`src/rtl/fmdsp_mac_pipe.sv`:
```
// Pipelined multi-precision multiply-accumulate with per-mode latency,
// valid/ready issue, in-order completion, shifted-accumulator feedback and saturation.
module fmdsp_mac_pipe #(
    parameter int N     = 9,
    parameter int M     = 9,
    parameter int ACC_W = 18,
    parameter int SHW   = 2,
    parameter int LAT0  = 1,
    parameter int LAT1  = 2,
    parameter int LAT2  = 4,
    parameter int LAT3  = 4
) (
    input  logic             clk,
    input  logic             rst_n,
    input  logic             in_valid,
    output logic             in_ready,
    input  logic [1:0]       mode,
    input  logic [N-1:0]     aa,
    input  logic [M-1:0]     bb,
    input  logic [ACC_W-1:0] cc,
    input  logic             mac,
    input  logic [SHW-1:0]   shift,
    input  logic             sat_en,
    input  logic             acc_clr,
    output logic [ACC_W-1:0] out,
    output logic             out_valid,
    output logic             ovf
);

    localparam int N2     = N / 2;
    localparam int M2     = M / 2;
    localparam int SW     = ACC_W + 1;
    localparam int LMAX01 = (LAT0 > LAT1) ? LAT0 : LAT1;
    localparam int LMAX23 = (LAT2 > LAT3) ? LAT2 : LAT3;
    localparam int LATMAX = (LMAX01 > LMAX23) ? LMAX01 : LMAX23;
    localparam int DEPTH  = (LATMAX > 1) ? LATMAX - 1 : 1;
    localparam int REM_W  = $clog2(LATMAX + 1);

    typedef struct packed {
        logic             vld;
        logic [ACC_W-1:0] prod;
        logic [ACC_W-1:0] cc;
        logic             mac;
        logic [SHW-1:0]   shift;
        logic             sat_en;
    } op_t;

    logic [REM_W-1:0]   rem_q, rem_d, lat_sel;
    op_t [DEPTH-1:0]    pipe_q, pipe_d;
    logic [ACC_W-1:0]   out_q, out_d, acc_q, acc_d;
    logic               out_valid_q, out_valid_d, ovf_q, ovf_d;

    logic               accept, imm, comp, ovf_w;
    op_t                new_op, cop;
    logic signed [ACC_W-1:0] a_lo, a_hi, a_full, b_lo, b_hi, b_full, prod_w;
    logic signed [ACC_W-1:0] acc_shr, addend;
    logic [SW-1:0]      sum;
    logic [ACC_W-1:0]   sat_val, res;

    always_comb begin
        case (mode)
            2'b00:   lat_sel = REM_W'(LAT0);
            2'b01:   lat_sel = REM_W'(LAT1);
            2'b10:   lat_sel = REM_W'(LAT2);
            default: lat_sel = REM_W'(LAT3);
        endcase
        in_ready = (rem_q < lat_sel);
        accept   = in_valid && in_ready;
    end

    // Operand fields sign-extended to ACC_W; every product form fits exactly there.
    always_comb begin
        a_lo   = {{(ACC_W-N2-1){aa[N2]}}, aa[N2:0]};
        a_hi   = {{(ACC_W-N+N2+1){aa[N-1]}}, aa[N-1:N2+1]};
        a_full = {{(ACC_W-N){aa[N-1]}}, aa};
        b_lo   = {{(ACC_W-M2-1){bb[M2]}}, bb[M2:0]};
        b_hi   = {{(ACC_W-M+M2+1){bb[M-1]}}, bb[M-1:M2+1]};
        b_full = {{(ACC_W-M){bb[M-1]}}, bb};
        case (mode)
            2'b00:   prod_w = a_lo * b_lo;
            2'b01:   prod_w = a_lo * b_full;
            2'b10:   prod_w = a_full * b_full;
            default: prod_w = a_hi * b_hi + a_lo * b_lo;
        endcase
        new_op        = '0;
        new_op.vld    = 1'b1;
        new_op.prod   = prod_w;
        new_op.cc     = cc;
        new_op.mac    = mac;
        new_op.shift  = shift;
        new_op.sat_en = sat_en;
    end

    // Slot k holds the op that completes k edges after the next one;
    // a latency-1 op bypasses the slots and completes at its accept edge.
    always_comb begin
        rem_d = '0;
        if (accept) begin
            rem_d = lat_sel - REM_W'(1);
        end else if (rem_q != '0) begin
            rem_d = rem_q - REM_W'(1);
        end
        pipe_d = '0;
        for (int unsigned k = 0; k < DEPTH - 1; k++) begin
            pipe_d[k] = pipe_q[k+1];
        end
        for (int unsigned k = 0; k < DEPTH; k++) begin
            if (accept && (int'(lat_sel) == int'(k) + 2)) begin
                pipe_d[k] = new_op;
            end
        end
        imm  = accept && (lat_sel == REM_W'(1));
        cop  = imm ? new_op : pipe_q[0];
        comp = imm || pipe_q[0].vld;
    end

    always_comb begin
        acc_shr = $signed(acc_q) >>> cop.shift;
        addend  = cop.mac ? acc_shr : $signed(cop.cc);
        sum     = {cop.prod[ACC_W-1], cop.prod} + {addend[ACC_W-1], addend};
        ovf_w   = sum[SW-1] ^ sum[SW-2];
        sat_val = sum[SW-1] ? {1'b1, {(ACC_W-1){1'b0}}} : {1'b0, {(ACC_W-1){1'b1}}};
        res     = (ovf_w && cop.sat_en) ? sat_val : sum[ACC_W-1:0];

        out_d       = comp ? res : out_q;
        out_valid_d = comp;
        ovf_d       = comp && ovf_w;
        if (acc_clr) begin
            acc_d = '0;
        end else if (comp) begin
            acc_d = res;
        end else begin
            acc_d = acc_q;
        end
    end

    always_ff @(posedge clk or negedge rst_n) begin
        if (!rst_n) begin
            rem_q       <= '0;
            pipe_q      <= '0;
            out_q       <= '0;
            out_valid_q <= 1'b0;
            ovf_q       <= 1'b0;
            acc_q       <= '0;
        end else begin
            rem_q       <= rem_d;
            pipe_q      <= pipe_d;
            out_q       <= out_d;
            out_valid_q <= out_valid_d;
            ovf_q       <= ovf_d;
            acc_q       <= acc_d;
        end
    end

    assign out       = out_q;
    assign out_valid = out_valid_q;
    assign ovf       = ovf_q;

endmodule

```
`config.mk`:
```
export PLATFORM = sky130hd
export DESIGN_NAME = fmdsp_mac_pipe
export DESIGN_NICKNAME = d
export VERILOG_FILES = /design/src/rtl/fmdsp_mac_pipe.sv
export SDC_FILE = /design/constraint.sdc
export NUM_CORES = 1
export LEC_CHECK = 0
export CAP_MARGIN = 20
export CORE_MARGIN = 1
export CORE_UTILIZATION = 62
export CTS_CLUSTER_DIAMETER = 100
export DETAILED_ROUTE_END_ITERATION = 6
export GPL_TIMING_DRIVEN = 0
export PLACE_DENSITY = 0.93
export SYNTH_ARGS = -nofsm -noshare
export SYNTH_HDL_FRONTEND = slang
export SYNTH_SLANG_ARGS = --single-unit
```
`constraint.sdc`:
```
create_clock -name clk -period 6.61 [get_ports clk]
set_clock_uncertainty 0.1 [all_clocks]
set_input_delay 1.6525 -clock clk [delete_from_list [all_inputs] [get_ports clk]]
set_output_delay 1.6525 -clock clk [all_outputs]
set_load 0.005 [all_outputs]
```
==> flow_metrics.env, run 1 <==
export IMPL_synthFlopType="dfrtp_1"
export IMPL_grtUsageMet3_pct=11.4
export IMPL_synth_edff_count=0
export IMPL_multi_input_area_sq_um=9630
export IMPL_cts_tree="yes"
export IMPL_tightest_slew_ps=1090
export IMPL_worst_setup_path_end_kind="flip-flop"
export IMPL_htreeDepth=4
export IMPL_status="complete, but fails checks"
export IMPL_yosysMostFrequentCell="nand2_1"
export IMPL_dp_cells=1808
export IMPL_fill_cells=1142
export IMPL_hp_class="flip-flop to flip-flop"
export IMPL_final_cells=1905
export IMPL_ctsHoldBuffers=0
export IMPL_fp_dieW_um=151
export IMPL_rsz0062_at_grt="true"
export IMPL_critPathKind="input port to flip-flop"
export IMPL_leakagePower_nw=8.36
export IMPL_path_max_fanout=10
export IMPL_syn_area_sq_um=13800
export IMPL_use_met1_pct=46.1
export IMPL_hold_depth=1
export IMPL_initial_core_util_pct=63.3
export IMPL_seqCellArea_sq_um=4100
export IMPL_synth_fp_nets=1760
export IMPL_cts_root_buf="clkbuf_16"
export IMPL_drc=5
export IMPL_route_vias_total=12300
export IMPL_io_pins=67
export IMPL_wl_per_cell_um=24.4
export IMPL_wl_mm=46.4
export IMPL_hp_start="pipe_q[94]"
export IMPL_grt_pass1_vias=12900
export IMPL_fin_nets=1903
export IMPL_yosys_top_cells_count="nand2_1 (200), inv_1 (177), dfrtp_1 (164)"
export IMPL_crit_required_ps=6830
export IMPL_cts_buffers=17
export IMPL_synthCells=1466
export IMPL_layout_drive_gt1_share_pct=18.6
export IMPL_io_buffers=61
export IMPL_syn_to_final_growth_pct=23.4
export IMPL_maxSlewViolCount=0
export IMPL_grt_busiest_layer="met2"
export IMPL_firstDrtPassIters=7
export IMPL_ant_nets=0
export IMPL_core_area_sq_um=21800
export IMPL_clk_latency_ps=450
export IMPL_reg2regPathDepth=21
export IMPL_track_usage_pct=40.4
export IMPL_failed_checks="DRC, setup timing"
export IMPL_synth_warnings=0
export IMPL_row_count=54
export IMPL_synth_area_top_cells="dfrtp_1 (30%), fa_1 (19%), ha_1 (10%)"
export IMPL_clk_pin_slew_ps=70
export IMPL_setup_viol=59
export IMPL_ys_async_sr_fraction_pct=100
export IMPL_post_route_period_util_pct=151
export IMPL_slew_headroom_pct=26.6
export IMPL_clock_sinks=164
export IMPL_cp_slowest_stage_delay_ps=580
export IMPL_die_h_um=151
export IMPL_arrival_ps=10180
export IMPL_min_period_ps=9970
export IMPL_r2r_end="acc_q[9]"
export IMPL_die_area_sq_um=22900
export IMPL_viasPerCell=6.46
export IMPL_grt_util_met2_pct=65.3
export IMPL_ys_seq_area_share_pct=29.7
export IMPL_yosysUniqueCellTypes=70
export IMPL_antenna_found_initial=3
export IMPL_yosysTopAreaCell="dfrtp_1"
export IMPL_slowest_stage="fa_1"
export IMPL_overflow=0
export IMPL_synth_top_area_share_pct=29.7
export IMPL_gp_congestion=0.952
export IMPL_cpMostUsedCell="fa_1"
export IMPL_rrSetupSlack_ps=740
export IMPL_worstSetupStartpointType="input port"
export IMPL_final_hold_viol_count=0
export IMPL_fmax_ghz=0.100
export IMPL_min_to="pipe_q[53]"
export IMPL_grt_start_max_net_pins=105
export IMPL_synth_seq_cells=164
export IMPL_setup_ws_ps=-3360
export IMPL_drv_cap=0
export IMPL_place_area_sq_um=15000
export IMPL_hpwl_mm=27.8
export IMPL_cts_buffer_depth=2
export IMPL_dr_first_iter_drc_count=1395
export IMPL_ir_drop_mv=0.632
export IMPL_power_density_nw_per_um2=509
export IMPL_fin_area_sq_um=17100
export IMPL_r2r_start="rem_q[1]"
export IMPL_synth_area_per_cell_sq_um=9.42
export IMPL_grt_pass1_wl_mm=68.3
[worst max-delay path, delay by kind of cell]
family / cells / cell delay (ps)
adder cells (fa/ha/maj): 9 / 3660
AO/OA/AOI/OAI: 11 / 2020
XOR/XNOR: 1 / 370
AND/OR/NAND/NOR: 7 / 1580
buffers and inverters: 8 / 860
[final cells by class]
cell class,count,area share [%]
Multi-Input combinational cell,1031,56.5
Buffer,93,2.97
Timing Repair Buffer,123,6.95
Clock buffer,18,2.58
Sequential cell,164,24.1
Clock inverter,14,0.888
Tap cell,280,2.05
Inverter,179,3.96
Antenna cell,3,0.0440
[layer usage]
metal	wire [um]	part of all wire (%)
met5	13	0.028
met4	4560	9.8
met3	5060	11
met2	21500	46
met1	15300	33
[worst max path at each step]
| stage | end | cells past startpoint | startpoint | slack (ps) |
|---|---|---|---|---|
| after floorplan | acc_q[5] | 36 | aa[3] | -2880 |
| after global placement | acc_q[16] | 37 | aa[0] | -4710 |
| after detailed placement | acc_q[3] | 37 | aa[0] | -4850 |
| after CTS | acc_q[1] | 37 | aa[4] | -3040 |
| after global routing | acc_q[9] | 36 | bb[2] | -3390 |
| final | acc_q[1] | 36 | bb[2] | -3360 |
[cell families after synthesis]
| kind of cell | share of synthesized area (%) |
|---|---|
| compound gates | 9.37 |
| xor+xnor | 3.93 |
| mux | 3.31 |
| buf+inv | 7.74 |
| fa+ha+maj | 29.7 |
| flops | 29.7 |
| simple gates | 16.2 |
[metrics by stage]
| step | TNS [ps] | util (%) | power (mW) | worst slack (ps) | hold WS, ps |
|---|---|---|---|---|---|
| 6_report | -141660 | 78.1 | 8.68 | -3360 | 334 |
| 2_1_floorplan | -114610 | - | 4.59 | -2880 | 305 |
| 4_1_cts | -147770 | 76.9 | 7.79 | -3040 | 334 |
| 5_1_grt | -142600 | 78.1 | 9.03 | -3390 | 339 |
| 3_3_place_gp | -602970 | 68.7 | 5.60 | -4710 | 306 |
| 3_5_place_dp | -218000 | 68.9 | 5.83 | -4850 | 311 |
[timing repair]
item	CTS	global route
gates resized for setup	176	68
pin swaps	71	24
buffers inserted	73	19
endpoints found under the setup margin	59	59
gates cloned	6	0
[sequential cells by signal, indices dropped and copies added, names as in the netlist]
register   flops
pipe_q       123
acc_q         18
out           18
rem_q          3
out_valid      1
ovf            1
[cell usage in the layout, fill, tap and decap left out, types with 7 or more instances in the layout]
| cell type | Yosys | routed |
|---|---|---|
| and2_1 | 80 | 67 |
| a21oi_4 | 1 | 7 |
| xor2_1 | 11 | 10 |
| nand2_1 | 200 | 197 |
| nor2_4 | 0 | 16 |
| buf_4 | 2 | 51 |
| nor3_2 | 8 | 26 |
| and2_4 | 1 | 10 |
| a31oi_1 | 20 | 18 |
| a21o_1 | 11 | 10 |
| mux2i_1 | 39 | 39 |
| clkbuf_1 | 78 | 68 |
| fa_1 | 134 | 132 |
| o21ai_0 | 34 | 27 |
| nor2b_1 | 10 | 8 |
| dfrtp_1 | 164 | 164 |
| buf_8 | 0 | 7 |
| ha_4 | 0 | 17 |
| inv_1 | 177 | 167 |
| inv_2 | 0 | 10 |
| ha_1 | 114 | 95 |
| clkdlybuf4s50_1 | 0 | 51 |
| xnor2_1 | 51 | 43 |
| a21oi_2 | 0 | 18 |
| o21a_1 | 19 | 16 |
| buf_6 | 2 | 15 |
| nand2b_1 | 17 | 17 |
| nor2_1 | 116 | 96 |
| a21oi_1 | 56 | 33 |
| clkbuf_16 | 0 | 17 |
[power by group]
| group | total (mW) | internal [mW] | leakage (nW) | switching [mW] |
|---|---|---|---|---|
| combinational | 6.23 | 2.64 | 5.89 | 3.59 |
| clock | 1.01 | 0.517 | 0.289 | 0.493 |
| sequential | 1.44 | 1.27 | 2.19 | 0.171 |
| total | 8.68 | 4.43 | 8.36 | 4.25 |
(Power assumes the default switching activity.)
==> run 2, diff against run 1 <==
- CORE_UTILIZATION: 62 -> 45
- PLACE_DENSITY: 0.93 -> 0.73
==> flow_metrics.env, run 2 (synthesis results as in run 1) <==
export IMPL_status="complete, but fails checks"
export IMPL_failed_checks="setup timing"
export IMPL_die_area_sq_um=31400
export IMPL_antennaDiodeCount=0
export IMPL_worst_setup_path_end_kind="flip-flop"
export IMPL_hp_class="flip-flop to flip-flop"
export IMPL_hp_start="pipe_q[101]"
export IMPL_cts_buffers=17
export IMPL_cts_buffer_depth=2
export IMPL_wl_mm=35.4
export IMPL_drv_cap=0
export IMPL_worstSetupStartpointType="input port"
export IMPL_cts_root_buf="clkbuf_16"
export IMPL_clk_pin_slew_ps=70
export IMPL_setup_ws_ps=-3070
export IMPL_r2r_start="rem_q[1]"
export IMPL_cp_endpoint="acc_q[10]"
export IMPL_path_max_fanout=6
export IMPL_grt_start_max_net_pins=117
export IMPL_ant_nets=0
export IMPL_cp_slowest_stage_delay_ps=550
export IMPL_core_area_sq_um=30000
export IMPL_crit_path_start="aa[2]"
export IMPL_overflow=0
export IMPL_place_area_sq_um=15200
export IMPL_layout_drive_gt1_share_pct=17.6
export IMPL_firstDrtPassIters=5
export IMPL_final_hold_viol_count=0
export IMPL_dr_first_iter_drc_count=627
export IMPL_gp_congestion=0.928
export IMPL_rrSetupSlack_ps=1060
export IMPL_reg2regPathDepth=23
export IMPL_fmax_ghz=0.103
export IMPL_layout_commonest_cell="nand2_1"
export IMPL_cts_tree="yes"
export IMPL_tightest_slew_ps=889
export IMPL_viasPerCell=5.26
export IMPL_ir_drop_mv=0.461
export IMPL_post_route_period_util_pct=146
export IMPL_track_usage_pct=23.7
export IMPL_power_density_nw_per_um2=462
export IMPL_min_period_ps=9680
export IMPL_hold_depth=1
export IMPL_htreeDepth=4
export IMPL_rsz0062_at_grt="true"
export IMPL_ctsHoldBuffers=0
export IMPL_holdWs_ps=319
export IMPL_wl_per_cell_um=17.6
export IMPL_drc=0
export IMPL_clock_sinks=164
export IMPL_maxSlewViolCount=0
export IMPL_die_h_um=177
export IMPL_arrival_ps=9900
export IMPL_fp_dieW_um=177
export IMPL_clk_latency_ps=440
export IMPL_fin_util_pct=57.0
export IMPL_fin_area_sq_um=17100
export IMPL_critPathKind="input port to flip-flop"
export IMPL_r2r_end="acc_q[2]"
export IMPL_hpwl_mm=26.8
export IMPL_largest_reg_flops=123
export IMPL_grt_pass1_wl_mm=57.2
export IMPL_fin_nets=1903
export IMPL_io_buffers=61
export IMPL_crit_required_ps=6830
export IMPL_regMostFlops="pipe_q"
export IMPL_io_pins=67
export IMPL_cpMostUsedCell="fa_1"
export IMPL_slowest_stage="fa_1"
export IMPL_leakagePower_nw=8.34
export IMPL_initial_core_util_pct=46.1
export IMPL_setup_viol=57
export IMPL_antenna_found_initial=0
export IMPL_route_vias_total=10600
export IMPL_final_cell_mix="nand2_1 (196), inv_1 (168), dfrtp_1 (164)"
export IMPL_row_count=63
export IMPL_grt_pass1_vias=11100
export IMPL_slew_headroom_pct=40.5
export IMPL_syn_to_final_growth_pct=23.6
==> run 2: area by class of cell <==
type / instances / area [sq um]
well taps: 390 / 488
clock inverters: 14 / 145
repair buffers: 125 / 1210
inverters: 179 / 673
multi-input cells: 1031 / 9550
fillers: 2506 / 12900
flip-flops and latches: 164 / 4100
clock buffers: 18 / 429
plain buffers: 91 / 475
==> run 2: how the worst min path moves through the flow <==
stage / endpoint
6_report: pipe_q[60]
2_1_floorplan: pipe_q[41]
5_1_grt: pipe_q[60]
3_5_place_dp: pipe_q[55]
4_1_cts: pipe_q[79]
3_3_place_gp: pipe_q[65]
==> run 2: routing by layer <==
layer	share of wire [%]	track usage, %	vias to the layer above	routed length (um)
li1	-	-	4961	-
met1	42	29.7	5278	14800
met2	51	41.2	287	17900
met3	4.5	3.65	65	1600
met4	3.0	8.55	0	1070
met5	0	0	-	0
==> run 2: stage by stage <==
step	setup WS, ps	TNS (ps)	std cells	power, mW
2_1_floorplan	-2880	-114610	1466	4.59
3_3_place_gp	-4770	-645000	1917	5.68
3_5_place_dp	-4830	-216000	1918	5.76
4_1_cts	-3010	-144520	2019	7.63
5_1_grt	-3310	-136390	2012	8.47
6_report	-3070	-123910	2012	7.88
==> run 2: power breakdown <==
group          internal (mW)  switching (mW)
combinational           2.52            2.97
sequential              1.27           0.142
clock                  0.532           0.447
==> run 2: timing repair <==
action / 4_1_cts / 5_1_grt
setup endpoints to repair: 59 / 59
pin swaps: 72 / 39
setup buffers: 68 / 16
gates resized for setup: 164 / 58
gates cloned: 6 / 0
==> run 2: critical path: cells and delay by family <==
| family | cells | cell delay [ps] |
|---|---|---|
| AO/OA/AOI/OAI | 9 | 1810 |
| XOR/XNOR | 1 | 170 |
| adder cells (fa/ha/maj) | 9 | 3720 |
| buffers and inverters | 11 | 1050 |
| AND/OR/NAND/NOR | 8 | 1470 |
